$ cat src/rtl/lfsr_candidate_gen.sv
`default_nettype none
// +----------------------------------------------------------------------------+
// | lfsr_candidate_gen : two XORed Galois LFSRs -> odd full-width candidates    |
// | Rev 1.0                                                                      |
// +----------------------------------------------------------------------------+
module lfsr_candidate_gen #(
   parameter int          NUM_BITS = 128,
   parameter logic [31:0] SEED_A   = 32'hACE1_2468,
   parameter logic [31:0] SEED_B   = 32'h1357_BDF9
) (
   input  logic                aclk,
   input  logic                aresetn,
   input  logic                i_start,
   input  logic [15:0]         i_num_candidates,
   input  logic                i_fifo_full,
   output logic                o_fifo_wr_en,
   output logic [NUM_BITS-1:0] o_fifo_din,
   output logic                o_busy,
   output logic                o_LFSR_Done
);

   localparam int                 WORDS      = NUM_BITS / 32;
   localparam int                 WCW        = $clog2(WORDS);
   localparam logic [WCW-1:0]     C_WLAST    = WCW'(WORDS - 1);
   localparam logic [31:0]        C_MASK_A   = 32'h8020_0003;
   localparam logic [31:0]        C_MASK_B   = 32'hA300_0000;
   localparam logic [31:0]        C_SEED_A   = (SEED_A == 32'h0) ? 32'h1 : SEED_A;
   localparam logic [31:0]        C_SEED_B   = (SEED_B == 32'h0) ? 32'h1 : SEED_B;
   localparam logic [NUM_BITS-1:0] C_FORCE   = {1'b1, {(NUM_BITS-2){1'b0}}, 1'b1};

   typedef enum logic [1:0] {S_IDLE, S_GEN, S_WRITE, S_DONE} state_t;

   state_t                r_state, w_state_nxt;
   logic [31:0]           r_a, r_b;
   logic [31:0]           w_a_nxt, w_b_nxt;
   logic [NUM_BITS-1:0]   r_cand, w_cand_nxt;
   logic [NUM_BITS-1:0]   r_din;
   logic [15:0]           r_remaining;
   logic [WCW-1:0]        r_wcnt;
   logic                  r_done;
   logic                  w_accept;
   logic                  w_wr;

   function automatic logic [31:0] f_step(input logic [31:0] s, input logic [31:0] m);
      f_step = s[0] ? ((s >> 1) ^ m) : (s >> 1);
   endfunction

   assign w_a_nxt    = f_step(r_a, C_MASK_A);
   assign w_b_nxt    = f_step(r_b, C_MASK_B);
   assign w_cand_nxt = {r_cand[NUM_BITS-33:0], w_a_nxt ^ w_b_nxt};
   assign w_accept   = i_start && ((r_state == S_IDLE) || (r_state == S_DONE));
   // Write strobe is combinational so a full FIFO blocks it in the same cycle.
   assign w_wr       = (r_state == S_WRITE) && !i_fifo_full;

   always_ff @(posedge aclk) begin
      if (!aresetn) r_state <= S_IDLE;
      else          r_state <= w_state_nxt;
   end

   always_comb begin
      w_state_nxt = r_state;
      case (r_state)
         S_IDLE, S_DONE: begin
            if (w_accept)
               w_state_nxt = (i_num_candidates == 16'd0) ? S_DONE : S_GEN;
         end
         S_GEN: begin
            if (r_wcnt == C_WLAST) w_state_nxt = S_WRITE;
         end
         S_WRITE: begin
            if (w_wr) w_state_nxt = (r_remaining == 16'd1) ? S_DONE : S_GEN;
         end
         default: w_state_nxt = S_IDLE;
      endcase
   end

   always_ff @(posedge aclk) begin
      if (!aresetn) begin
         r_a         <= C_SEED_A;
         r_b         <= C_SEED_B;
         r_cand      <= '0;
         r_din       <= '0;
         r_remaining <= 16'd0;
         r_wcnt      <= '0;
         r_done      <= 1'b0;
      end else begin
         case (r_state)
            S_IDLE, S_DONE: begin
               if (w_accept) begin
                  r_remaining <= i_num_candidates;
                  r_wcnt      <= '0;
                  r_done      <= (i_num_candidates == 16'd0);
               end
            end
            S_GEN: begin
               r_a    <= w_a_nxt;
               r_b    <= w_b_nxt;
               r_cand <= w_cand_nxt;
               r_wcnt <= r_wcnt + 1'b1;
               // Output word is latched once so it stays stable across any stall.
               if (r_wcnt == C_WLAST) r_din <= w_cand_nxt | C_FORCE;
            end
            S_WRITE: begin
               if (w_wr) begin
                  r_remaining <= r_remaining - 16'd1;
                  r_wcnt      <= '0;
                  if (r_remaining == 16'd1) r_done <= 1'b1;
               end
            end
            default: ;
         endcase
      end
   end

   assign o_fifo_wr_en = w_wr;
   assign o_fifo_din   = r_din;
   assign o_busy       = (r_state == S_GEN) || (r_state == S_WRITE);
   assign o_LFSR_Done  = r_done;

endmodule
`default_nettype wire

$ cat config.mk
export PLATFORM = sky130hd
export DESIGN_NAME = lfsr_candidate_gen
export DESIGN_NICKNAME = d
export VERILOG_FILES = /design/src/rtl/lfsr_candidate_gen.sv
export SDC_FILE = /design/constraint.sdc
export NUM_CORES = 1
export LEC_CHECK = 0
export CORE_ASPECT_RATIO = 1.2
export CORE_MARGIN = 1
export CORE_UTILIZATION = 50
export DETAILED_ROUTE_END_ITERATION = 10
export HOLD_SLACK_MARGIN = 0.06
export PLACE_DENSITY = 0.74
export SKIP_LAST_GASP = 1
export SLEW_MARGIN = 20
export SYNTH_ARGS = -nofsm -noshare
export SYNTH_HDL_FRONTEND = slang
export SYNTH_SLANG_ARGS = --single-unit
export TNS_END_PERCENT = 5
$ cat constraint.sdc
create_clock -name aclk -period 3.5 [get_ports aclk]
set_input_delay 0.35 -clock aclk [delete_from_list [all_inputs] [get_ports aclk]]
set_output_delay 0.35 -clock aclk [all_outputs]
set_load 0.05 [all_outputs]
==> flow_summary.toml, run 1 <==
[grt]
grt_pass1_wl_um = 40700
grt_antenna_before_repair = 0
grt-ovfl-total = 0
grt_pass1_vias = 8132
grt_usage_pct = 20.5
grt_max_degree = 156

[clock_tree]
cts_hold_buf = 0
clkTransAtPathRegs_ns = 0.06
cts_setup_buffers = 0
cts-htree-levels = 1
clockBufferDepth = 3
cts_tree = "done"
cts_root_buf = "clkbuf_16"
cts_made_buffers = 29
clk_latency_ns = 0.54
ctsResizeCount = 0
cts.sinks = 307

[yosys]
avgSynthCellArea_sq_um = 9.04
synth_top_area_share_pct = 53.0
ys_seq_area_share_pct = 53.0
synth_area_sq_um = 11600
synth-edff-count = 0
synth_cell_type_count = 49
synth_cells = 1283
synth_top_flop_cell = "dfxtp_1"
synth-seq-cells = 307
async_flop_share_pct = 0
synth_top_area_cell = "dfxtp_1"
synthTopCellsByArea = "dfxtp_1 (53%), mux2i_1 (11%), nand2_1 (8.2%)"
synth_warnings = 0
synth_nets = 1309

[placed_design]
gp_congestion = 0.849
dp_hpwl_um = 15500
portBuffers = 150

[timing]
slew_viol_final = 0
final.setup.tns_ns = 0
grt_setup_unrepaired = "no"
setup_viol = 0
clock_skew_ns = 0.0119
slew_headroom_pct = 36.0
worst_pin_slew_ns = 0.961
fin_crit_sh_pct = 77.8
min_period_ns = 2.72
hold_viol = 0
whs_ns = 0.314
max_freq_mhz = 367

[floorplanning]
placementRows = 60
die_y_um = 169
dieArea_sq_um = 23800
core_sq_um = 22600
die_w_um = 141
start_util_pct = 51.4
ios = 151

[route]
num_vias = 8830
via_per_inst = 5.18
routedWlPerCell_um = 14.5
drc_errors = 0
drtPass1Iterations = 4
ant_nets = 0
drt_iter0_drc = 635
routed_wl_um = 24700

[cells_and_area]
final_cell_mix = "dfxtp_1 (307), nand2_1 (254), nor2_1 (169), clkdlybuf4s50_1 (149), mux2i_1 (130)"
final_nets = 1400
syn2layout_area_growth_pct = 21.9
final_common_cell = "dfxtp_1"
antennaDiodeCount = 0
drive_gt1_share_pct = 4.44

[worst_hold_path]
hp-class = "input pin to flop"

[setup_path]
crit_path_max_fanout = 9
cp_data_required_time_ns = 3.15
critical_path_arrival_ns = 2.37
endpoint_kind = "output pin"
critical_path_class = "flop to output pin"
cp-start-kind = "flop"

[power_and_ir_drop]
p_leak_uw = 0.00488
peakVddDrop_mv = 0.680
powerDensity_nw_per_um2 = 753

[run_status]
status = "finished clean"

[job]
max-cap-violations = 0
[registers in the layout, indices dropped and copies added (netlist names)]
name / flops
r_b: 32
r_state: 2
r_remaining: 16
o_LFSR_Done: 1
r_wcnt: 2
r_a: 32
o_fifo_din: 127
r_cand: 95
[area by class of cell]
cell class | instances | area [sq um]
well taps | 310 | 388
multi-input cells | 871 | 5030
clock buffers | 41 | 821
clock inverters | 11 | 135
repair buffers | 157 | 1590
flip-flops and latches | 307 | 6150
fillers | 1910 | 8460
inverters | 8 | 37.5
[logic make-up after synthesis]
family,synth area share [%]
buffers and inverters,3.98
adders and majority gates,0.647
xor gates and xnor gates,2.94
and+or+nand+nor,17.7
DFF,53.0
muxes,11.2
AOI/OAI and AO/OA,10.5
[power by group]
part / internal (uW) / total [uW] / leakage, uW / switching [uW]
sequential: 4020 / 4520 / 0.00249 / 506
clock: 1850 / 3130 / 0.000468 / 1280
combinational: 1290 / 3010 / 0.00192 / 1710
[synthesized netlist by cell type (4+ instances only)]
library cell    n
buf_6           5
nand4_1         7
a211oi_1       56
dfxtp_1       307
nor2_1        169
nor4_1         10
ha_1            6
nor3_1          7
nand3_1         5
buf_1           5
a31oi_1         6
o21ai_0         8
xnor2_1        38
nor2b_1         9
inv_1           8
buf_2          21
nand3b_1        4
a21oi_1       112
clkbuf_1       65
nand2_1       255
mux2i_1       130
o22ai_1         4
[through the flow]
stage / total power (uW) / cells / worst slack [ns] / utilization (%) / cell area [sq um]
2_1_floorplan: 6990 / 1283 / 1.20 / - / 11600
3_5_place_dp: 7580 / 1653 / 1.10 / 58.3 / 13200
4_1_cts: 10700 / 1705 / 0.756 / 62.5 / 14100
6_report: 10700 / 1705 / 0.779 / 62.6 / 14100
5_1_grt: 11200 / 1705 / 0.704 / 62.6 / 14100
3_3_place_gp: 7510 / 1653 / 1.18 / 58.3 / 13200
[final timing paths]
kind                    from               to  slack, ns  depth (start not counted)
setup reg to reg  r_state[0]   o_fifo_din[15]       1.08                          5
setup / recovery  r_state[0]           o_busy       0.78                          4
hold / removal       aresetn          r_a[30]       0.31                          3
hold reg to reg   r_cand[70]  o_fifo_din[102]       0.45                          2
[critical path, cell delays in order, from the launching register on]
cell             delay, ns
dfxtp_1               0.41
inv_1                 0.07
ha_1                  0.41
inv_1                 0.14
clkdlybuf4s50_1       0.81
[per-layer routing]
layer,track usage [%],part of all wire (%)
met4,5.62,1.8
met1,28.5,47
met5,0,0
met3,3.62,4.6
met2,32.8,46
Note: power is estimated with default switching activity, not from simulation.
==> run 2, diff against run 1 <==
PLACE_DENSITY = 0.77   (was 0.74)
clock period = 2.39 ns   (was 3.5 ns; I/O delays follow)
==> run 2 against run 1 <==
  * Setup slack lost 0.55 ns
  * Count of clock-buffer cells in the layout grew 1
  * Critical path type is now flop to flop
  * Critical endpoint is now r_remaining[15]
  * First-iteration DRC count shrank 23%
  * Via count grew 1.7%
  * Register-to-register slack lost 0.85 ns
  * Largest power group unchanged
  * Highest routed layer unchanged
  * Sequential share of layout area shrank 0.48 points
  * Global-route usage grew 0.70 points
  * Cell count grew 0.70%
==> flow_summary.toml, run 2 (same netlist as run 1, synthesis figures left out) <==
[run_status]
status = "finished clean"

[power_and_ir_drop]
p_switching_uw = 5190
power_frac_clock_pct = 29.8
combPwrFrac_pct = 28.3
total_power_uw = 15800
p_int_uw = 10600
seqPwrFrac_pct = 41.9
peakVddDrop_mv = 1.09
powerDensity_nw_per_um2 = 1110
p_leak_uw = 0.00499
p_sw_share_pct = 32.8

[setup_path]
critical_path_arrival_ns = 2.56
r2r-start = "r_state[0]"
r2r-end = "r_remaining[15]"
reg2reg_depth = 6
cp-startpoint = "r_state[0]"
crit_path_max_fanout = 17
cp-start-kind = "flop"
cp_data_required_time_ns = 2.79
reg2reg_slack_ns = 0.23
endpoint_kind = "flop"
cp-endpoint = "r_remaining[15]"
critical_path_class = "flop to flop"

[timing]
slew_headroom_pct = 57.4
fin_crit_sh_pct = 90.5
setup_viol = 0
slew_viol_final = 0
max_freq_mhz = 462
setup_slack_ns = 0.227
min_period_ns = 2.16
hold_viol = 0
final.setup.tns_ns = 0
clock_skew_ns = 0.00792
grt_setup_unrepaired = "no"
worst_pin_slew_ns = 0.639

[clock_tree]
clkTransAtPathRegs_ns = 0.06
clockBufferDepth = 3
cts_tree = "done"
cts_made_buffers = 29
cts-htree-levels = 1
cts_setup_buffers = 0
clk_latency_ns = 0.53
cts_root_buf = "clkbuf_16"
cts.sinks = 307

[grt]
grt_usage_pct = 21.2
grt_pass1_vias = 8327
grt_antenna_before_repair = 0
grt_pass1_wl_um = 42000
grt_max_degree = 105
grt-ovfl-total = 0

[route]
via_per_inst = 5.23
wl_met2_um = 11700
ant_nets = 0
drtPass1Iterations = 5
drt_iter0_drc = 488
drc_errors = 0
met3WireLength_um = 1170
routed_wl_um = 25100
wl_met1_um = 11700
routedWlPerCell_um = 14.6
num_vias = 8977
top_layer = "met4"

[cells_and_area]
final_common_cell = "dfxtp_1"
final_nets = 1411
drive_gt1_share_pct = 5.54
antennaDiodeCount = 0
final_cell_mix = "dfxtp_1 (307), nand2_1 (254), nor2_1 (169), clkdlybuf4s50_1 (147), mux2i_1 (130)"
syn2layout_area_growth_pct = 23.2
largest_reg_flops = 127

[floorplanning]
die_y_um = 169
core_sq_um = 22600
start_util_pct = 51.4
die_w_um = 141
placementRows = 60
ios = 151
dieArea_sq_um = 23800

[job]
max-cap-violations = 0

[worst_hold_path]
hold_path_depth = 3
hp-class = "input pin to flop"

[placed_design]
gp_congestion = 0.818
place_ws_ns = 0.235
portBuffers = 150
dp_hpwl_um = 16200
run 2: cell types whose count changed in the layout (fill, tap and decap cells not counted), sizes merged:
cell,change
clkbuf,+2
clkinv,-1
clkdlybuf4s50,-2
inv,+2
clkinvlp,-1
buf,+12
run 2: through the flow:
stage | util (%) | hold WS, ns | std cells | cell area [sq um]
final | 63.3 | 0.183 | 1717 | 14300
after global routing | 63.3 | 0.173 | 1717 | 14300
after CTS | 63.3 | 0.161 | 1717 | 14300
after detailed placement | 58.9 | 0.442 | 1664 | 13300
after global placement | 58.9 | 0.438 | 1664 | 13300
after floorplan | - | 0.409 | 1283 | 11600
run 2: power groups by stage:
stage	sequential [uW]	clock, uW	combinational (uW)
floorplan	6510	0	3730
detailed placement	6710	0	4460
CTS	6620	4800	4470
global route	6730	5050	4930
finish	6630	4710	4480
global placement	6680	0	4380
run 2: final cells by class:
| type | count | area [sq um] |
|---|---|---|
| Fill cell | 1855 | 8300 |
| Sequential cell | 307 | 6150 |
| Multi-Input combinational cell | 871 | 5020 |
| Timing Repair Buffer | 168 | 1710 |
| Clock buffer | 42 | 855 |
| Tap cell | 310 | 388 |
| Clock inverter | 11 | 143 |
| Inverter | 8 | 37.5 |
run 2: critical path: stages (launching register included):
cell and delay, ns:
dfxtp_1 0.43, inv_1 0.07, ha_1 0.41, nor2b_4 0.20, or3_4 0.50, a221oi_1 0.32, o211ai_1 0.11
run 2: layer usage:
layer | up-vias | track usage, %
li1 | 4529 | -
met1 | 4203 | 28.9
met2 | 196 | 34.2
met3 | 49 | 3.71
met4 | 0 | 6.90
met5 | - | 0
run 2: what timing repair did:
action,4_1_cts,5_1_grt
hold buffers,0,0
resized for setup,1,2
setup endpoints to repair,1,1
run 2: worst min-delay path by stage:
| stage | startpoint | endpoint |
|---|---|---|
| global route | aresetn | r_b[25] |
| global placement | r_cand[85] | o_fifo_din[117] |
| finish | aresetn | r_b[0] |
| floorplan | i_num_candidates[11] | r_remaining[11] |
| detailed placement | r_cand[71] | o_fifo_din[103] |
| CTS | aresetn | r_b[0] |
==> run 3, diff against run 2 <==
CAP_MARGIN = 20   (was unset)
==> results of run 3 <==
Final layout, timing and power as in run 2 (identical DEF).
